[src/rtl/psg_register_file.sv]
// SN76489-style latch/data write decoder and register bank for the PSG.
// Holds tone periods, attenuations and noise control, and models the READY busy window.
module psg_register_file #(
  parameter int BUSY_CYCLES = 32
) (
  input  logic       clk,
  input  logic       reset,
  input  logic       we,
  input  logic [7:0] data,
  output logic       ready,
  output logic [9:0] tone0_compare,
  output logic [9:0] tone1_compare,
  output logic [9:0] tone2_compare,
  output logic [3:0] atten0,
  output logic [3:0] atten1,
  output logic [3:0] atten2,
  output logic [3:0] atten3,
  output logic [2:0] noise_ctrl,
  output logic       noise_reset
);

  localparam int CW = (BUSY_CYCLES > 0) ? $clog2(BUSY_CYCLES + 1) : 1;
  localparam logic [CW-1:0] BUSY_LOAD = CW'(BUSY_CYCLES);

  logic [CW-1:0] busy_cnt;
  logic [2:0]    latch_ptr;
  logic [2:0]    sel;
  logic          is_latch;
  logic          accept;

  // ready is a pure decode of the registered busy counter.
  assign ready    = (busy_cnt == '0);
  assign accept   = we & ready;
  assign is_latch = data[7];
  // A latch byte names its own target; a data byte goes to the latched register.
  assign sel      = is_latch ? data[6:4] : latch_ptr;

  always_ff @(posedge clk) begin
    if (reset) begin
      busy_cnt      <= '0;
      latch_ptr     <= 3'b000;
      tone0_compare <= '0;
      tone1_compare <= '0;
      tone2_compare <= '0;
      atten0        <= 4'hF;
      atten1        <= 4'hF;
      atten2        <= 4'hF;
      atten3        <= 4'hF;
      noise_ctrl    <= '0;
      noise_reset   <= 1'b0;
    end else begin
      noise_reset <= 1'b0;
      if (busy_cnt != '0) busy_cnt <= busy_cnt - 1'b1;
      if (accept) begin
        busy_cnt <= BUSY_LOAD;
        if (is_latch) latch_ptr <= data[6:4];
        case (sel)
          3'b000: begin
            if (is_latch) tone0_compare[3:0] <= data[3:0];
            else          tone0_compare[9:4] <= data[5:0];
          end
          3'b010: begin
            if (is_latch) tone1_compare[3:0] <= data[3:0];
            else          tone1_compare[9:4] <= data[5:0];
          end
          3'b100: begin
            if (is_latch) tone2_compare[3:0] <= data[3:0];
            else          tone2_compare[9:4] <= data[5:0];
          end
          3'b110: begin
            noise_ctrl  <= data[2:0];
            noise_reset <= 1'b1;
          end
          3'b001:  atten0 <= data[3:0];
          3'b011:  atten1 <= data[3:0];
          3'b101:  atten2 <= data[3:0];
          default: atten3 <= data[3:0];
        endcase
      end
    end
  end

endmodule

[config.mk]
export PLATFORM = sky130hd
export DESIGN_NAME = psg_register_file
export DESIGN_NICKNAME = d
export VERILOG_FILES = /design/src/rtl/psg_register_file.sv
export SDC_FILE = /design/constraint.sdc
export NUM_CORES = 1
export LEC_CHECK = 0
export BUFFER_PORTS_ARGS = -buffer_cell sky130_fd_sc_hd__buf_2
export CAP_MARGIN = 20
export CORE_MARGIN = 2
export CORE_UTILIZATION = 57
export DETAILED_ROUTE_END_ITERATION = 12
export PLACE_DENSITY = 0.84
export SYNTH_ARGS = -nofsm -noshare
export SYNTH_HDL_FRONTEND = slang
export SYNTH_SLANG_ARGS = --single-unit
[constraint.sdc]
create_clock -name clk -period 4.59 [get_ports clk]
set_clock_uncertainty 0.05 [all_clocks]
set_input_delay 0.459 -clock clk [delete_from_list [all_inputs] [get_ports clk]]
set_output_delay 0.459 -clock clk [all_outputs]
set_load 0.03 [all_outputs]
# ---- Word level (Yosys, flattened, before mapping)
# Cells that the tools add are included.
dict set report op_classes {
  muxes 4
  bitwise_logic 4
  n_eq_ne 6
  reduce_logical 18
  n_addsub 1
}
# cell count
set op_table {}
lappend op_table {{3-bit AND reduction} 6}
lappend op_table {{6-bit two-way mux} 2}
lappend op_table {{2-bit AND reduction} 5}
lappend op_table {{3-bit equality test, second input constant} 3}
lappend op_table {{7-bit OR reduction} 1}
lappend op_table {{3-bit by 2-bit equality test with 1-bit output, second input constant} 2}
lappend op_table {{6-bit zero test} 1}
lappend op_table {{6-bit nonzero test} 1}
lappend op_table {{6-bit by 1-bit subtractor with 6-bit output, second input constant} 1}
lappend op_table {{2-bit OR reduction} 2}
lappend op_table {{3-bit by 1-bit equality test with 1-bit output, second input constant} 1}
lappend op_table {{3-bit zero test} 1}
lappend op_table {{3-bit two-way mux} 1}
lappend op_table {{1-bit inverter} 3}
lappend op_table {{2-bit nonzero test} 1}
lappend op_table {{1-bit bitwise AND} 1}
lappend op_table {{1-bit two-way mux} 1}
dict set report word_totals {
  elab_cells 48
  register_bits 59
}

# ---- Logic depth before layout (Yosys ltp)
# Gate-level depths: netlist of the first run.
dict set report depth {
  depth_word 5
  depth_mapped 7
  mapped_depth_nobuf 5
}

# ---- Worst setup path before layout of the first run
# No wires, ideal clock.
dict set report synth_timing {
  path_kind {reg2out}
  start {register busy_cnt[0]}
  end {output ready}
  setup_slack_ns 2.273
  path_stages_with_launch 6
  n_path_buf 1
  arrival_ns 1.808
  path_cell_list {dfxtp_1 inv_1 ha_1 or3b_1 buf_6 nor3_1}
}
dict set report synth_via {
  elab_chain_len 1
}
# item line
set synth_lines {}
lappend synth_lines {{start, declared} 25} ;# logic [CW-1:0] busy_cnt;
lappend synth_lines {{start signal, assigned} 53} ;# if (busy_cnt != '0) busy_cnt <= busy_cnt - 1'b1;
lappend synth_lines {{6-bit zero test} 32} ;# assign ready = (busy_cnt == '0);
lappend synth_lines {{end, declared} 10} ;# output logic ready,
# No other way between the ends.

# ---- Final worst setup path of the first run
# Same ends and word-level chain as after synthesis.

==> metrics.md, run 1 <==
| Metric | Value |
|---|---|
| Antenna diodes | 0 |
| Final Routed Wirelength | 6320 microns |
| Post-DP HPWL | 3940 microns |
| Routed vias | 2302 |
| FP Rows | 24 |
| Total gr overflow | 0 |
| Layout area overhead | 18.8% |
| P_int | between 0.9 and 1 mW |
| Worst setup startpoint | busy_cnt[0] |
| Worst Setup EP | ready |
| Reg2reg path depth | 5 |
| DR iter-0 viols | just over 200 |
| Antenna violations before repair | 0 |
| WHS | 314 ps |
| Final core occ | 0.714 |
| Final period util | 0.636 |
| Seq cells post-synth | 59 |
| Htree depth | 3 |
| Fmax | 343 MHz |
| Peak VDD IR | 0.000496 V |
| Hold violation count in the final report | 0 |
| Place WS | 2090 ps |
| Seq pwr share | 0.404 |
| Routability Congestion | 0.846 |
| Syn Area/Cell | 9.76 sq um |
| Top FF cell, synth | dfxtp_1 |
| Post-Synthesis Cells | approximately 270 |
| Reg-to-Reg End | atten1[2] |
| Synth warnings | 0 |
| Clock network power share | 0.320 |
| Worst-path maximum fanout | 24 |
| Fillers | 355 |
| Clock transition at path regs | 70 ps |
| Asr flop ratio synth | 0 |
| First-pass GRT wire length | 10000 microns |
| Comb pwr share | 0.276 |
| Tightest Pin Transition | 915 ps |
| Setup TNS | 0 ps |
| Clock root buffer master | clkbuf_8 |
| Drt pass-1 iters | 4 |
| Placed cells | 363 |
| Largest net degree at the start of global routing | 70 |
| Post-route ant nets | 0 |
| Pleak | 1.29 nW |
| Core ar. | 4410 sq um |
| Unrepaired setup endpoints after global routing | no |
| Status | completed |
| Fin cells | 380 |
| Switch Pwr | 0.534 mW |
| Total track usage | 0.250 |
| Final min period | 2920 ps |
| DRT met1 WL | 2810 microns |
| Initial Util | 0.601 |
| Met3 wire length | 473 microns |
| Area of the mapped netlist | 2660 sq um |
| Hold Buf Count CTS | 0 |
| Highest routed layer | met4 |
| Setup CP Type | register to output port |
| Power density cells | 459 nW/um^2 |
| Clk sink count | 59 |
| Met2 Routed Length | 2940 microns |
| Number of global-route vias before repair | 2034 |
| Post-synth EDFFs | 0 |
| Worst r2r src | busy_cnt[0] |
| Slew Viols, Final | 0 |
| Post-DP Area | 2940 sq um |
| Worst R2R Setup Slack | 2160 ps |
| Tightest Hold Check Type | input pin to register |
| Register area share after synthesis | 0.445 |
| CTS tree | done |
| WL/cell | between 15 and 20 microns |
| Yosys cell types | 39 |
| Die H | 72.3 microns |
| Worst endpoint required time | around 4100 ps |
| Arr. time, crit path | 2410 ps |
| Worst setup EP type | output port |
| # resized after CTS | 0 |
| Number of I/O port buffers | slightly above 60 |
| CP Launch Type | register |
| Sw Ratio | 0.369 |
| DIE AREA | 5220 sq um |
| Syn Nets | 284 |
| Finished Cell Area | ~3200 sq um |
| Ports | 62 |
| Max Root-Sink Buffers | 2 |
| Setup Viol. Count Final | 0 |
| Post-CTS setup buffer count | 0 |
| Nets@finish | about 340 |
| Slew headroom | 0.390 |
| Die Wd | 72.3 microns |
| Via density per instance | around 6 |
| Total CTS buffers | 9 |
| Worst skew pair latency | 350 ps |
| DRC | 0 |
| Max cap viols | 0 |
| Share of layout cells above drive strength 1 | 0.265 |
| Worst setup margin | approximately 1700 ps |
| Total power | 1.45 mW |
-- per-layer routing --
metal,up-vias,global-route usage
met5,-,0
met4,0,0.107
met3,10,0.0569
met2,86,0.378
met1,1091,0.345
li1,1115,-
-- worst min path at each step --
stage	from	endpoint	slack, ps	cells past startpoint
after floorplan	busy_cnt[3]	busy_cnt[3]	430	2
after global placement	tone2_compare[2]	tone2_compare[2]	410	2
after detailed placement	tone1_compare[3]	tone1_compare[3]	410	2
after CTS	we	busy_cnt[0]	380	3
after global routing	reset	noise_reset	320	2
final	reset	noise_reset	310	2
-- placed cells by master (no fill, tap or decap), drive strengths merged, types with 2 or more instances in the layout --
cell type  Yosys  final
or4b           2      2
nand2          2      2
or3b           2      2
and3b          2      2
clkbuf        15      9
nor3b          4      4
a21oi         24     24
clkinv         0      4
and4           2      2
buf            9     64
o31ai         21     21
or4            2      2
o2111ai        3      3
nand4bb        2      2
inv            3      3
mux2i         32     32
nor2          22     22
nand4         22     22
dfxtp         59     59
nor4b          2      2
a2111oi        2      2
nand4b         2      2
nand2b        21     21
a21o           2      2
nand3b         2      2
nor3           3      3
clkinvlp       0      2
-- logic make-up (layout without fill, tap and decap cells) --
family | after synthesis | in the layout | synth area share
buffers and inverters | 27 | 83 | 0.0438
adders and majority gates | 1 | 1 | 0.00471
DFF | 59 | 59 | 0.445
and+or+nand+nor | 95 | 95 | 0.227
AOI/OAI and AO/OA | 56 | 56 | 0.151
muxes | 33 | 33 | 0.125
xor gates and xnor gates | 1 | 1 | 0.00330
-- flip-flops by register name (all words and copies together) (netlist names) --
signal	count
noise_reset	1
tone0_compare	10
atten0	4
busy_cnt	6
atten2	4
noise_ctrl	3
tone2_compare	10
tone1_compare	10
atten1	4
latch_ptr	3
atten3	4
-- cells in the mapped netlist (3+ instances only) --
master     instances  area, sq um
a21oi_1           24          120
buf_2              6         30.0
clkbuf_1          15         56.3
dfxtp_1           59         1180
inv_1              3         11.3
mux2i_1           32          320
nand2b_1          21          131
nand4_1           22          138
nor2_1            22         82.6
nor3_1             3         15.0
nor3b_1            3         22.5
o2111ai_1          3         26.3
o31ai_1           21          158
-- worst max-delay path, stage by stage, from the launching register on --
cell	delay (ps)
dfxtp_1	340
inv_1	70
ha_1	220
or3b_1	750
nor3_1	410
buf_2	270
-- final cells by class --
class                      count  area [sq um]  share of cell area
timing repair buffer          64           340               0.108
tap                           52          65.1              0.0206
clock inverter                 7          68.8              0.0218
sequential                    59          1180               0.375
multi-input combinational    186          1360               0.432
clock buffer                   9           124              0.0393
inverter                       3          11.3             0.00357
-- power groups by stage --
stage               sequential [mW]  clock (mW)  combinational (mW)
floorplan                     0.609           0               0.304
global placement              0.591           0               0.377
detailed placement            0.595           0               0.385
CTS                           0.584       0.467               0.388
global route                  0.590       0.487               0.428
finish                        0.584       0.463               0.399
No activity file was read; power rests on OpenSTA's default activity.
==> inputs of run 2 (changes only) <==
--- a/config.mk
+++ b/config.mk
@@ -8,9 +8,9 @@
 export BUFFER_PORTS_ARGS = -buffer_cell sky130_fd_sc_hd__buf_2
 export CAP_MARGIN = 20
 export CORE_MARGIN = 2
-export CORE_UTILIZATION = 57
+export CORE_UTILIZATION = 53
 export DETAILED_ROUTE_END_ITERATION = 12
-export PLACE_DENSITY = 0.84
+export PLACE_DENSITY = 0.79
 export SYNTH_ARGS = -nofsm -noshare
 export SYNTH_HDL_FRONTEND = slang
 export SYNTH_SLANG_ARGS = --single-unit
==> constraint.sdc (replaced) <==
create_clock -name clk -period 2.91 [get_ports clk]
set_clock_uncertainty 0.05 [all_clocks]
set_input_delay 0.291 -clock clk [delete_from_list [all_inputs] [get_ports clk]]
set_output_delay 0.291 -clock clk [all_outputs]
set_load 0.03 [all_outputs]
==> metrics.md, run 2 (synthesis gave the netlist of run 1 again) <==
| Metric | Value |
|---|---|
| Worst setup margin | 544 ps (-1130 ps) |
| Post-DP HPWL | 4090 microns (+3.9%) |
| Worst setup startpoint | busy_cnt[0] |
| Pleak | 1.31 nW (+1.5%) |
| CP peak stage delay | 500 ps (-250 ps) |
| Final min period | 2370 ps |
| Switch Pwr | 0.831 mW (+55%) |
| Slew headroom | 0.475 (+0.0850) |
| DR iter-0 viols | 167 (-19%) |
| Final period util | 0.813 |
| DRC | 0 (unchanged) |
| CP Launch Type | register |
| Htree depth | 3 (unchanged) |
| CP max-delay cell | or3b_1 |
| Most frequent cells in the layout | buf_2, dfxtp_1, mux2i_1 |
| Drt pass-1 iters | 4 (unchanged) |
| FP Rows | 25 (+4.2%) |
| Slew Viols, Final | 0 (unchanged) |
| First-pass GRT wire length | 9880 microns (-1.4%) |
| Status | completed |
| Worst endpoint required time | 2570 ps (-1510 ps) |
| Arr. time, crit path | 2030 ps (-380 ps) |
| Worst Min Path Start | we |
| Place WS | 878 ps (-1210 ps) |
| Worst r2r src | busy_cnt[0] |
| Ports | 62 (unchanged) |
| # resized after CTS | 0 (unchanged) |
| Setup CP Type | register to output port |
| Routability Congestion | 0.812 (-4.0%) |
| Worst setup EP type | output port |
| Share of layout cells above drive strength 1 | 0.267 (+0.00142) |
| Top Registers | tone0_compare: 10 flops, tone1_compare: 10 flops, tone2_compare: 10 flops |
| Most common cell after layout, fill and taps aside | buf_2 |
| Sw Ratio | 0.351 (-0.0187) |
| Number of I/O port buffers | 61 (unchanged) |
| CTS tree | done |
| Routed vias | 2272 (-1.3%) |
| Clock network power share | 0.339 (+0.019) |
| Fmax | 423 MHz |
| Final Routed Wirelength | 6240 microns (-1.2%) |
| Worst path cell trace | inv_1, ha_1, or3b_1, nor3_1, buf_2 |
| Setup TNS | 0 ps (unchanged) |
| Die Wd | 74.8 microns (+3.5%) |
| Max Root-Sink Buffers | 2 (unchanged) |
| Fillers | 405 (+14%) |
| Worst skew pair latency | 330 ps (-20 ps) |
| Reg2reg path depth | 5 (unchanged) |
| Core ar. | 4790 sq um (+8.4%) |
| Post-route ant nets | 0 (unchanged) |
| Worst-path maximum fanout | 5 (-79%) |
| Layout area overhead | 20.1% |
| Post-CTS setup buffer count | 0 (unchanged) |
| WL/cell | 15.7 microns (-5.4%) |
| Power density cells | 743 nW/um^2 (+62%) |
| Antenna diodes | 0 (unchanged) |
| Total track usage | 0.235 (-0.0154) |
| Reg-to-Reg End | atten1[1] |
| Clock root buffer master | clkbuf_8 |
| Worst hold endpoint | busy_cnt[1] |
| Die H | 74.8 microns (+3.5%) |
| Clock transition at path regs | 70 ps (about the same) |
| P_int | 1.54 mW (+69%) |
| Total CTS buffers | 9 (unchanged) |
| Nets@finish | 337 (+0.60%) |
| DIE AREA | 5590 sq um (+7.1%) |
| Peak VDD IR | 0.000602 V (+21%) |
| Tightest Hold Check Type | input pin to register |
| Total gr overflow | 0 (unchanged) |
| Antenna violations before repair | 0 (unchanged) |
| Comb pwr share | 0.272 (-0.004) |
| Hold depth | 3 (+1) |
| Largest net degree at the start of global routing | 54 (-23%) |
| Seq pwr share | 0.389 (-0.015) |
| Unrepaired setup endpoints after global routing | no |
| Tightest Pin Transition | 788 ps (-127 ps) |
| Clk sink count | 59 (unchanged) |
| Via density per instance | 5.72 (-5.5%) |
| Hold Buf Count CTS | 0 (unchanged) |
| Max cap viols | 0 (unchanged) |
| Setup Viol. Count Final | 0 (unchanged) |
| Worst R2R Setup Slack | 850 ps (-1310 ps) |
| Hold violation count in the final report | 0 (unchanged) |
| Initial Util | 0.555 (-0.0467) |
| Number of global-route vias before repair | 2063 (+1.4%) |
==> run 2: per-layer routing <==
metal  global-route usage  wire length, microns  vias to the layer above
met3               0.0602                   376                        8
li1                     -                     -                     1120
met4               0.0913                    80                        0
met2                0.350                  2930                       63
met1                0.328                  2850                     1081
met5                    0                     0                        -
==> run 2: worst max path at each step <==
stage	to	slack, ps	depth (start not counted)
floorplan	ready	760	5
global placement	atten3[0]	920	5
detailed placement	atten1[0]	880	5
CTS	ready	530	5
global route	ready	430	5
finish	ready	540	5
==> run 2: area by class of cell <==
type | count | area, sq um | share of cell area
tap | 67 | 83.8 | 0.0263
timing repair buffer | 66 | 343 | 0.107
multi-input combinational | 186 | 1360 | 0.427
sequential | 59 | 1180 | 0.370
clock inverter | 6 | 80.1 | 0.0251
clock buffer | 10 | 128 | 0.0400
inverter | 3 | 11.3 | 0.00353
==> run 2: power by group through the flow <==
stage               registers [mW]  clock network (mW)  logic, mW
floorplan                    0.961                   0      0.480
global placement             0.935                   0      0.620
detailed placement           0.937                   0      0.639
CTS                          0.920               0.806      0.640
global route                 0.930               0.831      0.700
finish                       0.921               0.803      0.645
==> run 2: stage by stage <==
stage	std cells	power (mW)	util	hold WS, ps	cell area (sq um)
2_1_floorplan	272	1.44	-	391	2660
3_3_place_gp	381	1.55	0.623	404	2980
3_5_place_dp	381	1.58	0.623	408	2980
4_1_cts	397	2.37	0.666	217	3190
5_1_grt	397	2.46	0.666	262	3190
6_report	397	2.37	0.666	232	3190
==> run 2: worst max-delay path, delay by kind of cell (launching register included) <==
family        cells  cell delay (ps)
simple gates      2              830
fa+ha+maj         1              190
buf+inv           2              330
flops             1              340
==> inputs of run 3 (changes only) <==
==> constraint.sdc (replaced) <==
create_clock -name clk -period 2.2 [get_ports clk]
set_clock_uncertainty 0.05 [all_clocks]
set_input_delay 0.22 -clock clk [delete_from_list [all_inputs] [get_ports clk]]
set_output_delay 0.22 -clock clk [all_outputs]
set_load 0.03 [all_outputs]
==> metrics.md, run 3 (synthesis gave the netlist of run 1 again) <==
| Metric | Value |
|---|---|
| Status | completed |
| Tightest Hold Check Type | input pin to register |
| Routed vias | 2255 (-0.75%) |
| CP Launch Type | register |
| Max Root-Sink Buffers | 2 (unchanged) |
| Final period util | 0.941 |
| Worst skew pair latency | 330 ps (about the same) |
| Clock transition at path regs | 70 ps (about the same) |
| Antenna diodes | 0 (unchanged) |
| Pleak | 1.33 nW (+1.6%) |
| FP Rows | 25 (unchanged) |
| Power density cells | 990 nW/um^2 (+33%) |
| Max cap viols | 0 (unchanged) |
| Setup Viol. Count Final | 0 (unchanged) |
| DRC | 0 (unchanged) |
| Hold depth | 3 (unchanged) |
| Antenna violations before repair | 0 (unchanged) |
| Hold Buf Count CTS | 0 (unchanged) |
| Nets@finish | 341 (+1.2%) |
| Die H | 74.8 microns (unchanged) |
| Number of global-route vias before repair | 2014 (-2.4%) |
| Worst r2r src | busy_cnt[0] |
| Post-DP HPWL | 4160 microns (+1.7%) |
| Worst endpoint required time | 1930 ps (-640 ps) |
| Tightest Pin Transition | 798 ps (+10.3 ps) |
| Worst Min Path Start | we |
| Clk sink count | 59 (unchanged) |
| Peak VDD IR | 0.000660 V (+9.5%) |
| Slew Viols, Final | 0 (unchanged) |
| Fmax | 483 MHz |
| WHS | 161 ps (-71.2 ps) |
| Slew headroom | 0.460 (-0.0144) |
| Post-CTS setup buffer count | 0 (unchanged) |
| Share of layout cells above drive strength 1 | 0.281 (+0.0148) |
| Largest net degree at the start of global routing | 50 (-7.4%) |
| Reg-to-Reg End | atten3[1] |
| Hold violation count in the final report | 0 (unchanged) |
| Reg2reg path depth | 5 (unchanged) |
| Worst setup startpoint | busy_cnt[0] |
| Initial Util | 0.555 (unchanged) |
| Worst hold endpoint | busy_cnt[1] |
| Most frequent cells in the layout | buf_2, dfxtp_1, mux2i_1 |
| Core ar. | 4790 sq um (unchanged) |
| Routability Congestion | 0.772 (-5.0%) |
| Clock root buffer master | clkbuf_8 |
| Arr. time, crit path | 1800 ps (-230 ps) |
| Total CTS buffers | 9 (unchanged) |
| Number of I/O port buffers | 61 (unchanged) |
| First-pass GRT wire length | 9900 microns (+0.21%) |
| Most common cell after layout, fill and taps aside | buf_2 |
| Via density per instance | 5.62 (-1.7%) |
| DR iter-0 viols | 213 (+28%) |
| DIE AREA | 5590 sq um (unchanged) |
| Layout area overhead | 21.9% |
| Setup TNS | 0 ps (unchanged) |
| Drt pass-1 iters | 4 (unchanged) |
| Htree depth | 3 (unchanged) |
| Ports | 62 (unchanged) |
| Total gr overflow | 0 (unchanged) |
| Worst R2R Setup Slack | 260 ps (-590 ps) |
| Unrepaired setup endpoints after global routing | no |
| Top Registers | tone0_compare: 10 flops, tone1_compare: 10 flops, tone2_compare: 10 flops |
| Final Routed Wirelength | 6230 microns (-0.27%) |
| Worst-path maximum fanout | 5 (unchanged) |
| WL/cell | 15.5 microns (-1.3%) |
| Die Wd | 74.8 microns (unchanged) |
| Worst setup EP type | output port |
| # resized after CTS | 1 (+1) |
| Final min period | approximately 2100 ps |
| Post-route ant nets | 0 (unchanged) |
| Setup CP Type | register to output port |
| CTS tree | done |
| Total track usage | 0.236 (+0.000709) |
## run 3: critical path: stages, from the launching register on
cell and delay [ps]:
dfxtp_1 340, inv_1 70, ha_1 190, or3b_4 470
nor3_4 180, clkbuf_4 230
## run 3: how the worst max path moves through the flow
stage	cells past startpoint	end	slack, ps
floorplan	6	busy_cnt[2]	90
global placement	5	atten3[0]	250
detailed placement	5	atten1[3]	190
CTS	5	ready	6
global route	5	ready	20
finish	5	ready	130
## run 3: area by class of cell
class | instances | area [sq um]
Fill cell | 404 | 1550
Multi-Input combinational cell | 186 | 1380
Sequential cell | 59 | 1180
Timing Repair Buffer | 70 | 375
Clock buffer | 10 | 128
Tap cell | 67 | 83.8
Clock inverter | 6 | 80.1
Inverter | 3 | 11.3
## run 3: through the flow
step	cells	setup WS, ps	total power [mW]	cell area, sq um	util
final	401	130	3.20	3240	0.676
after global routing	401	23.5	3.36	3240	0.676
after CTS	401	6.43	3.16	3220	0.674
after detailed placement	385	191	2.12	3010	0.629
after global placement	385	250	2.10	3010	0.629
after floorplan	272	90.8	1.91	2660	-
## run 3: power breakdown
group          internal, mW  switching, mW
registers              1.14         0.0828
logic                 0.325          0.606
clock network         0.630          0.418
total                  2.10           1.11
## run 3: per-layer routing
layer  part of all wire  global-route usage
met2               0.46               0.347
met5                  0                   0
met1               0.45               0.329
met3              0.071              0.0656
met4              0.013              0.0913
